<file path="config.mk">
export PLATFORM = sky130hd
export DESIGN_NAME = adder_vector_gen
export DESIGN_NICKNAME = d
export VERILOG_FILES = /design/src/rtl/adder_exhaustive_checker_vector_gen.sv
export SDC_FILE = /design/constraint.sdc
export NUM_CORES = 1
export LEC_CHECK = 0
export CORE_MARGIN = 2
export CORE_UTILIZATION = 47
export DETAILED_ROUTE_END_ITERATION = 6
export PLACE_DENSITY = 0.78
export SYNTH_ARGS = -nofsm -noshare
export SYNTH_HDL_FRONTEND = slang
export SYNTH_SLANG_ARGS = --single-unit
</file>
<file path="constraint.sdc">
create_clock -name i_clk -period 2.1 [get_ports i_clk]
set_input_delay 0.21 -clock i_clk [delete_from_list [all_inputs] [get_ports i_clk]]
set_output_delay 0.21 -clock i_clk [all_outputs]
set_load 0.02 [all_outputs]
</file>
<file path="src/rtl/adder_exhaustive_checker_vector_gen.sv">
// adder_vector_gen: operand pair register walking all pairs, term1 fastest.
module adder_vector_gen #(
    parameter int WIDTH = 7
) (
    input  logic             i_clk,
    input  logic             i_rst_n,
    input  logic             clear,
    input  logic             advance,
    output logic [WIDTH-1:0] term1,
    output logic [WIDTH-1:0] term2,
    output logic             last
);
    assign last = &{term2, term1};

    // Treating the pair as one 2*WIDTH counter gives the term2 carry on term1 wrap for free.
    always_ff @(posedge i_clk or negedge i_rst_n) begin
        if (!i_rst_n) begin
            term1 <= '0;
            term2 <= '0;
        end else if (clear) begin
            term1 <= '0;
            term2 <= '0;
        end else if (advance) begin
            {term2, term1} <= {term2, term1} + (2*WIDTH)'(1);
        end
    end
endmodule

</file>
; Word level (Yosys, flattened, before mapping)
; Index checks and enable logic that the tools add are counted.
[totals]
register_bits = 14
inputBits = 4
output_inout_bits = 15
[classes]
n_addsub = 1
n_mux = 4
n_reduce_logical = 2
[ops]
columns = cell, count
row1 = $mux W7, 4
row2 = $add A14 B1 Y14 const B, 1
row3 = $reduce_and A14 Y1, 1
row4 = $reduce_bool A2 Y1, 1

; Depth between registers and ports, before layout
; Gate-level depths: netlist of the first run.
[logic_depth]
depth_word = 3
mapped_depth = 4
depth_no_buf = 4

; Least setup slack after synthesis of the first run
; OpenSTA, ideal clock, no wires.
[synth_timing]
kind = register -> output
startpoint = reg term1[0]
endpoint = out last
t_arrival_ps = 1630
required_time_ps = 1890
slack_ps = 260
stages_incl_launch_ff = 4
cell_sequence = dfrtp_1 ha_1 nand4_1 nor4_1
[synth_via]
elab_chain_cells = 1
[synth_lines]
columns = element, line_no
row1 = "start, declared", 9  ; output logic [WIDTH-1:0] term1,
row2 = "start signal, assigned", 24  ; {term2, term1} <= {term2, term1} + (2*WIDTH)'(1);
row3 = $reduce_and A14 Y1, 13  ; assign last = &{term2, term1};
row4 = "end, declared", 11  ; output logic last
; Every way passes these cells.

; Final worst setup path of the first run
; Ends and elaborated chain as after synthesis.

==> out/results.txt, run 1 <==
Register-to-Register Path Depth = 4
Port-buffer cells = 18
Core Util, Final = 0.670
Critical path peak fanout = 4
GPL Wtd Cong = 0.879
Flops & latches, synth = 14
Clk sinks = 14
Period utilisation layout = 0.869
Worst Skew = 0.00305 ns
RR Startpoint = term1[3]
Post-synthesis instance total = 76
Starting density of the core = 0.505
Ys flop type = dfrtp_1
Clk slew on worst S/H paths = 0.07 ns
Die H = 44.2 µm
FMAX = 0.548 GHz
Root buf cell = clkbuf_4
Critical setup path kind = flop to output pin
Die area = 1960 µm²
EDFF count, synth = 0
Arrival @ worst endpoint = 1.62 ns
Post-synth cell types = 26
Reg2reg end = term2[6]
Worst IR Drop VDD = 408 µV
Routed WL = 1690 µm
Setup tns final = 0 ns
Vias in the first global route = 588
Overall Global Routing Usage = 0.197
First-pass GRT wire length = 2660 µm
Syn_nets = 81
Vias per cell = 5.97
Kind of end point of the critical path = output pin
Setup Viol. Count Final = 0
Hold Path Class = input pin to async pin
PD cells = 476 nW/µm²
Register area share after synthesis = 0.461
TritonCTS Buffers = 3
Slew at the pin closest to its max-slew limit = 0.615 ns
Tmin final = 1.83 ns
ANT cells = 0
Die Width = 44.2 µm
Leakage = 0.395 nW
Max Cap Viol = 0
CTS Buffer Depth = 2
Synth Cell Area = 761 µm²
Synthesis-to-finish area growth = 32.7%
# fillers = 134
Status = finished clean
Final hold vios = 0
DR pass1 iterations = 4
Avg Inst Size Synth = 10.0 µm²
DR WL/cell = 14.5 µm
Final ANT Viol Nets = 0
Tot Pwr = 480 µW
Setup bufs post-CTS = 0
# DRC = 0
R2r setup slk = 0.46 ns
IO Pins = 19
Total number of vias = 692
Drt initial violations = 25
Clk_lat worst skew = 0.28 ns
CTS H-Tree Depth = 1
Core Region = 1510 µm²
Largest net degree at the start of global routing = 15
Rows = 14
Launching element type of the critical path = flop
GRT overflow = 0
Synth warn = 0
HPWL after detailed placement = 1270 µm
Design Area, Final = 1010 µm²
Max Slew Vio Count = 0
Share of layout cells above drive strength 1 = 0.150
CTS tree = done
Nets@finish = 107
Initial antenna violation count = 0
Slew headroom = 0.589
RSZ-0062 raised after global routing = false
Critical Path RT = 1.89 ns
Placed standard-cell area = 988 µm²
Post-synth ARST share = 1.00
placed cells by master, fill, tap and decap left out, drive strengths merged, types with 4 or more instances in the layout:
master	count
clkdlybuf4s50	17
dfrtp	14
nor2	8
a21oi	7
buf	7
nand4	5
o31ai	4
or4	4
sequential cells by signal (all words and copies together) (netlist names):
| name | cells |
|---|---|
| term1 | 7 |
| term2 | 7 |
kinds of logic (layout without fill, tap and decap cells):
kind of cell    Yosys count  count (layout)  synth area share
flops                    14              14             0.461
xor+xnor                  4               4            0.0461
fa+ha+maj                 1               1            0.0164
buf+inv                   7              31            0.0477
mux                       3               3            0.0428
compound gates           18              18             0.171
simple gates             29              29             0.215
cell usage after synthesis (all sizes together), types with 2 or more instances:
cell type	number	share of area
a21oi	7	0.046
o211ai	2	0.020
o31ai	4	0.039
xor2	3	0.035
nand3	2	0.013
or3	3	0.026
nor2	8	0.039
inv	3	0.015
dfrtp	14	0.46
buf	4	0.033
nand2	3	0.015
nor4	3	0.025
mux2	2	0.030
or4	4	0.039
nand4	5	0.049
o2111ai	2	0.046
o21ai	3	0.020
power by group:
| part | internal [mW] | switching, mW | leakage, nW |
|---|---|---|---|
| clock | 0.0667 | 0.0804 | 0.0138 |
| combinational | 0.0252 | 0.0327 | 0.187 |
| sequential | 0.273 | 0.00226 | 0.194 |
metrics by stage:
| step | cells | setup WS (ns) | hold WS (ns) |
|---|---|---|---|
| after floorplan | 76 | 0.260 | -0.0856 |
| after global placement | 113 | 0.198 | 0.562 |
| after detailed placement | 113 | 0.202 | 0.574 |
| after CTS | 116 | 0.265 | 0.329 |
| after global routing | 116 | 0.114 | 0.377 |
| final | 116 | 0.275 | 0.309 |
worst max path at each step:
stage / startpoint / to / slack [ns] / cells after the start
after global routing: term1[0] / last / 0.11 / 4
after global placement: clear / term2[3] / 0.20 / 4
after floorplan: term1[0] / last / 0.26 / 3
final: term1[0] / last / 0.27 / 4
after CTS: term1[0] / last / 0.27 / 4
after detailed placement: advance / term2[3] / 0.20 / 4
routing by layer:
metal  GRT usage  vias up  share of wire
met5           0        -              0
met1       0.268      327           0.44
li1            -      337              -
met2       0.279       24           0.47
met3      0.0735        4          0.066
met4      0.0909        0          0.020
repair_timing:
item | 4_1_cts | 5_1_grt
hold buffers | 0 | 0
gates resized for setup | 1 | 0
endpoints found under the setup margin | 1 | 0
area by class of cell:
class                      count  area [µm²]  share of cell area
timing repair buffer          25         231               0.229
clock buffer                   3        22.5              0.0223
sequential                    14         350               0.347
tap                           16        20.0              0.0198
multi-input combinational     55         374               0.371
inverter                       3        11.3              0.0112
worst max-delay path: stages (launching register included):
cell,delay (ns)
dfrtp_1,0.35
ha_1,0.22
nand4_1,0.17
nor4_1,0.23
dlygate4sd2_1,0.36
Power figures use the tool's default switching activity.
==> run 2: changes to the inputs <==
Settings changed: CORE_UTILIZATION 47 to 50, CTS_CLUSTER_SIZE from default to 20, PLACE_DENSITY 0.78 to 0.82, SETUP_SLACK_MARGIN from default to 0.5.
Clock period 2.1 ns to 2.4 ns, I/O delays scaled along.
==> out/results.txt, run 2 (synthesized netlist as in run 1, its figures left out) <==
FMAX = 0.553 GHz
PD cells = 462 nW/µm²
Tot Pwr = 462 µW
Core Region = 1470 µm²
Max Slew Vio Count = 0
CTS tree = done
Vias in the first global route = 607
Leading cell type in the layout, fill and taps excluded = clkdlybuf4s50_1
Layout Cells excl Fill = 113
DR WL/cell = 14.7 µm
First-pass GRT wire length = 2750 µm
Reg2reg end = term2[3]
Status = finished clean
RR Startpoint = term1[3]
Drt initial violations = 21
Worst slack, placed = 0.371 ns
Period utilisation layout = 0.753
IO Pins = 19
CTS Buffer Depth = 2
Total number of vias = 699
Setup tns final = 0 ns
Synthesis-to-finish area growth = 31.6%
GRT overflow = 0
Slew headroom = 0.578
Root buf cell = clkbuf_4
Cell Chain, Critical Path = ha_2 -> nand4_1 -> nor4_2 -> buf_2
Initial antenna violation count = 0
Die Width = 43.0 µm
Placed standard-cell area = 951 µm²
Clk slew on worst S/H paths = 0.08 ns
Design Area, Final = 1000 µm²
Share of layout cells above drive strength 1 = 0.175
Port-buffer cells = 18
ANT cells = 0
Nets@finish = 103
Crit. path cell count = 4
HPWL after detailed placement = 1210 µm
Critical setup path kind = flop to output pin
Starting density of the core = 0.517
Critical path peak fanout = 5
Cell family with most CP delay = flip-flops
Worst Skew = 0.00140 ns
Critical Path RT = 2.16 ns
Final WS setup = 0.592 ns
Max incr delay on CP = 0.43 ns
CTS H-Tree Depth = 1
DR pass1 iterations = 4
Vias per cell = 6.19
Hold Path Class = input pin to async pin
Slew at the pin closest to its max-slew limit = 0.632 ns
Leakage = 0.373 nW
Arrival @ worst endpoint = 1.57 ns
Clk_lat worst skew = 0.29 ns
Die H = 43.0 µm
Dpl cells = 108
Largest net degree at the start of global routing = 15
WP buf/inv = 1
Max Cap Viol = 0
Rows = 14
TritonCTS Buffers = 3
Launching element type of the critical path = flop
RSZ-0062 raised after global routing = false
Overall Global Routing Usage = 0.200
Tmin final = 1.81 ns
# DRC = 0
Largest regs = term1 x7, term2 x7
Die area = 1850 µm²
Setup Viol. Count Final = 0
CP max-delay cell = dfrtp_2
Kind of end point of the critical path = output pin
Final ANT Viol Nets = 0
Worst IR Drop VDD = 403 µV
GPL Wtd Cong = 0.760
Most frequent cells in the layout = clkdlybuf4s50_1 (17), dfrtp_1 (12), nor2_1 (8), a21oi_1 (7)
R2r setup slk = 0.79 ns
Final hold vios = 0
Routed WL = 1660 µm
Register-to-Register Path Depth = 4
Clk sinks = 14
## run 2: what timing repair did
item / CTS / global route
pin swaps: 0 / 0
hold buffers: 0 / 0
gates resized for setup: 9 / 0
endpoints found under the setup margin: 1 / 1
setup buffers: 0 / 1
hold endpoints to repair: 0 / 0
## run 2: through the flow
step           hold slack [ns]  utilization
2_1_floorplan          -0.0556            -
3_3_place_gp             0.566        0.646
3_5_place_dp             0.586        0.646
4_1_cts                  0.363        0.675
5_1_grt                  0.384        0.680
6_report                 0.339        0.680
## run 2: worst max-delay path by stage
| stage | start | end |
|---|---|---|
| global placement | term1[0] | last |
| global route | term1[0] | last |
| detailed placement | term1[0] | last |
| CTS | term1[0] | last |
| finish | term1[0] | last |
| floorplan | term1[0] | last |
## run 2: final cells by class
type                            instances  area [µm²]
Fill cell                             124         470
Clock buffer                            4        36.3
Tap cell                               16        20.0
Timing Repair Buffer                   21         198
Multi-Input combinational cell         55         383
Inverter                                3        11.3
Sequential cell                        14         353
## run 2: where the power goes
group	leakage, nW	total (mW)	internal, mW	switching [mW]
logic	0.161	0.0426	0.0190	0.0237
registers	0.191	0.247	0.240	0.00691
clock network	0.0210	0.173	0.0925	0.0802
total	0.373	0.462	0.351	0.111
## run 2: metal layers
metal  up-vias  global-route usage  wire (µm)
li1        329                   -          -
met1       340               0.277        723
met2        27               0.321        833
met3         3              0.0255         84
met4         0              0.0727         21
met5         -                   0          0
==> run 3: changes to the inputs <==
Settings changed: CORE_UTILIZATION 50 to 42, PLACE_DENSITY 0.82 to 0.74.
Clock period 2.4 ns to 1.54 ns, I/O delays scaled along.
==> out/results.txt, run 3 (synthesized netlist as in run 1, its figures left out) <==
Critical path peak fanout = 2
Die area = 2170 µm²
GPL Wtd Cong = 0.753
Die H = 46.6 µm
Critical setup path kind = flop to output pin
DR pass1 iterations = 4
First-pass GRT wire length = 4050 µm
Leakage = 0.618 nW
RSZ-0062 raised after global routing = true
Setup Viol. Count Final = 1
Clk sinks = 14
Synthesis-to-finish area growth = 89.6%
Kind of end point of the critical path = output pin
Post-CTS Hold Buffers = 0
R2r setup slk = 0.03 ns
Port-buffer cells = 18
Reg2reg end = term2[3]
Nets@finish = 136
Max Cap Viol = 0
Arrival @ worst endpoint = 1.40 ns
Vias per cell = 5.86
Critical Path Sink = last
Vias in the first global route = 833
Share of layout cells above drive strength 1 = 0.638
Leading cell type in the layout, fill and taps excluded = buf_6
Final ANT Viol Nets = 0
PD cells = 530 nW/µm²
Failing checks = setup timing
ANT cells = 0
Largest net degree at the start of global routing = 15
Root buf cell = clkbuf_4
M1 WL = 1100 µm
Placed standard-cell area = 1170 µm²
Initial antenna violation count = 0
RR Startpoint = term1[1]
Design Area, Final = 1440 µm²
Tmin final = 1.55 ns
Largest regs = term1 x7, term2 x7
Max Slew Vio Count = 0
Critical Path RT = 1.39 ns
Rows = 15
Core Util, Final = 0.845
Worst Skew = 0.00794 ns
Met2 wire length = 1420 µm
Slew headroom = 0.732
FMAX = 0.645 GHz
Clk slew on worst S/H paths = 0.10 ns
CTS H-Tree Depth = 1
Final WS setup = -0.00955 ns
Slew at the pin closest to its max-slew limit = 0.400 ns
Launching element type of the critical path = flop
Most frequent cells in the layout = buf_6 (30), buf_4 (20), dfrtp_2 (10), nor2_1 (8), a21oi_1 (5)
Overall Global Routing Usage = 0.272
Die Width = 46.6 µm
DR WL/cell = 18.0 µm
CTS tree = done
Final hold vios = 0
Status = finished with violations
Routed WL = 2790 µm
Starting density of the core = 0.445
Top layer reached by signal wires = met4
Period utilisation layout = 1.01
IO Pins = 19
Hold slack = 0.159 ns
Register-to-Register Path Depth = 5
# DRC = 0
Core Region = 1710 µm²
Setup crit start = term1[1]
GRT overflow = 0
Hold Path Class = input pin to async pin
Setup tns final = -0.00955 ns
TritonCTS Buffers = 3
Drt initial violations = 25
Clk_lat worst skew = 0.30 ns
Total number of vias = 908
CTS Buffer Depth = 2
Metal3 WL = 144 µm
HPWL after detailed placement = 1670 µm
Worst IR Drop VDD = 465 µV
Worst slack, placed = -0.162 ns
-- run 3: worst max-delay path: stages (launching register included) --
cell	delay, ns
dfrtp_2	0.39
ha_4	0.14
nand4_1	0.14
nor4_2	0.24
buf_4	0.18
-- run 3: worst min path at each step --
stage,cells after the start,to,slack [ns],startpoint
floorplan,0,term1[0],-0.14,i_rst_n
global placement,2,term2[5],0.48,i_rst_n
detailed placement,2,term2[5],0.48,i_rst_n
CTS,2,term2[4],0.17,i_rst_n
global route,2,term1[6],0.19,i_rst_n
finish,2,term1[6],0.16,i_rst_n
-- run 3: repair_timing --
action                                 in CTS  in global routing
setup endpoints to repair                  27                 26
gates cloned                                1                  0
endpoints found under the hold margin       0                  0
setup buffers                               5                  7
resized for setup                         102                 20
pin swaps                                   5                  4
-- run 3: layer usage --
metal  up-vias  track usage
met2        43        0.417
li1        397            -
met3        15       0.0510
met4         0        0.160
met5         -            0
met1       453        0.354
-- run 3: area by class of cell --
class                   instances  area, µm²
well taps                      25       31.3
multi-input cells              55        480
clock buffers                   4       36.3
inverters                       3       11.3
flip-flops and latches         14        363
fillers                        91        265
repair buffers                 54        520
-- run 3: per-stage QoR --
step | power, mW | instances
6_report | 0.765 | 155
5_1_grt | 0.784 | 155
4_1_cts | 0.743 | 148
3_5_place_dp | 0.479 | 138
3_3_place_gp | 0.476 | 138
2_1_floorplan | 0.426 | 76
-- run 3: power breakdown --
part | total (mW) | internal (mW) | switching (mW)
clock network | 0.283 | 0.144 | 0.138
logic | 0.104 | 0.0490 | 0.0545
registers | 0.379 | 0.374 | 0.00546
total | 0.765 | 0.567 | 0.198
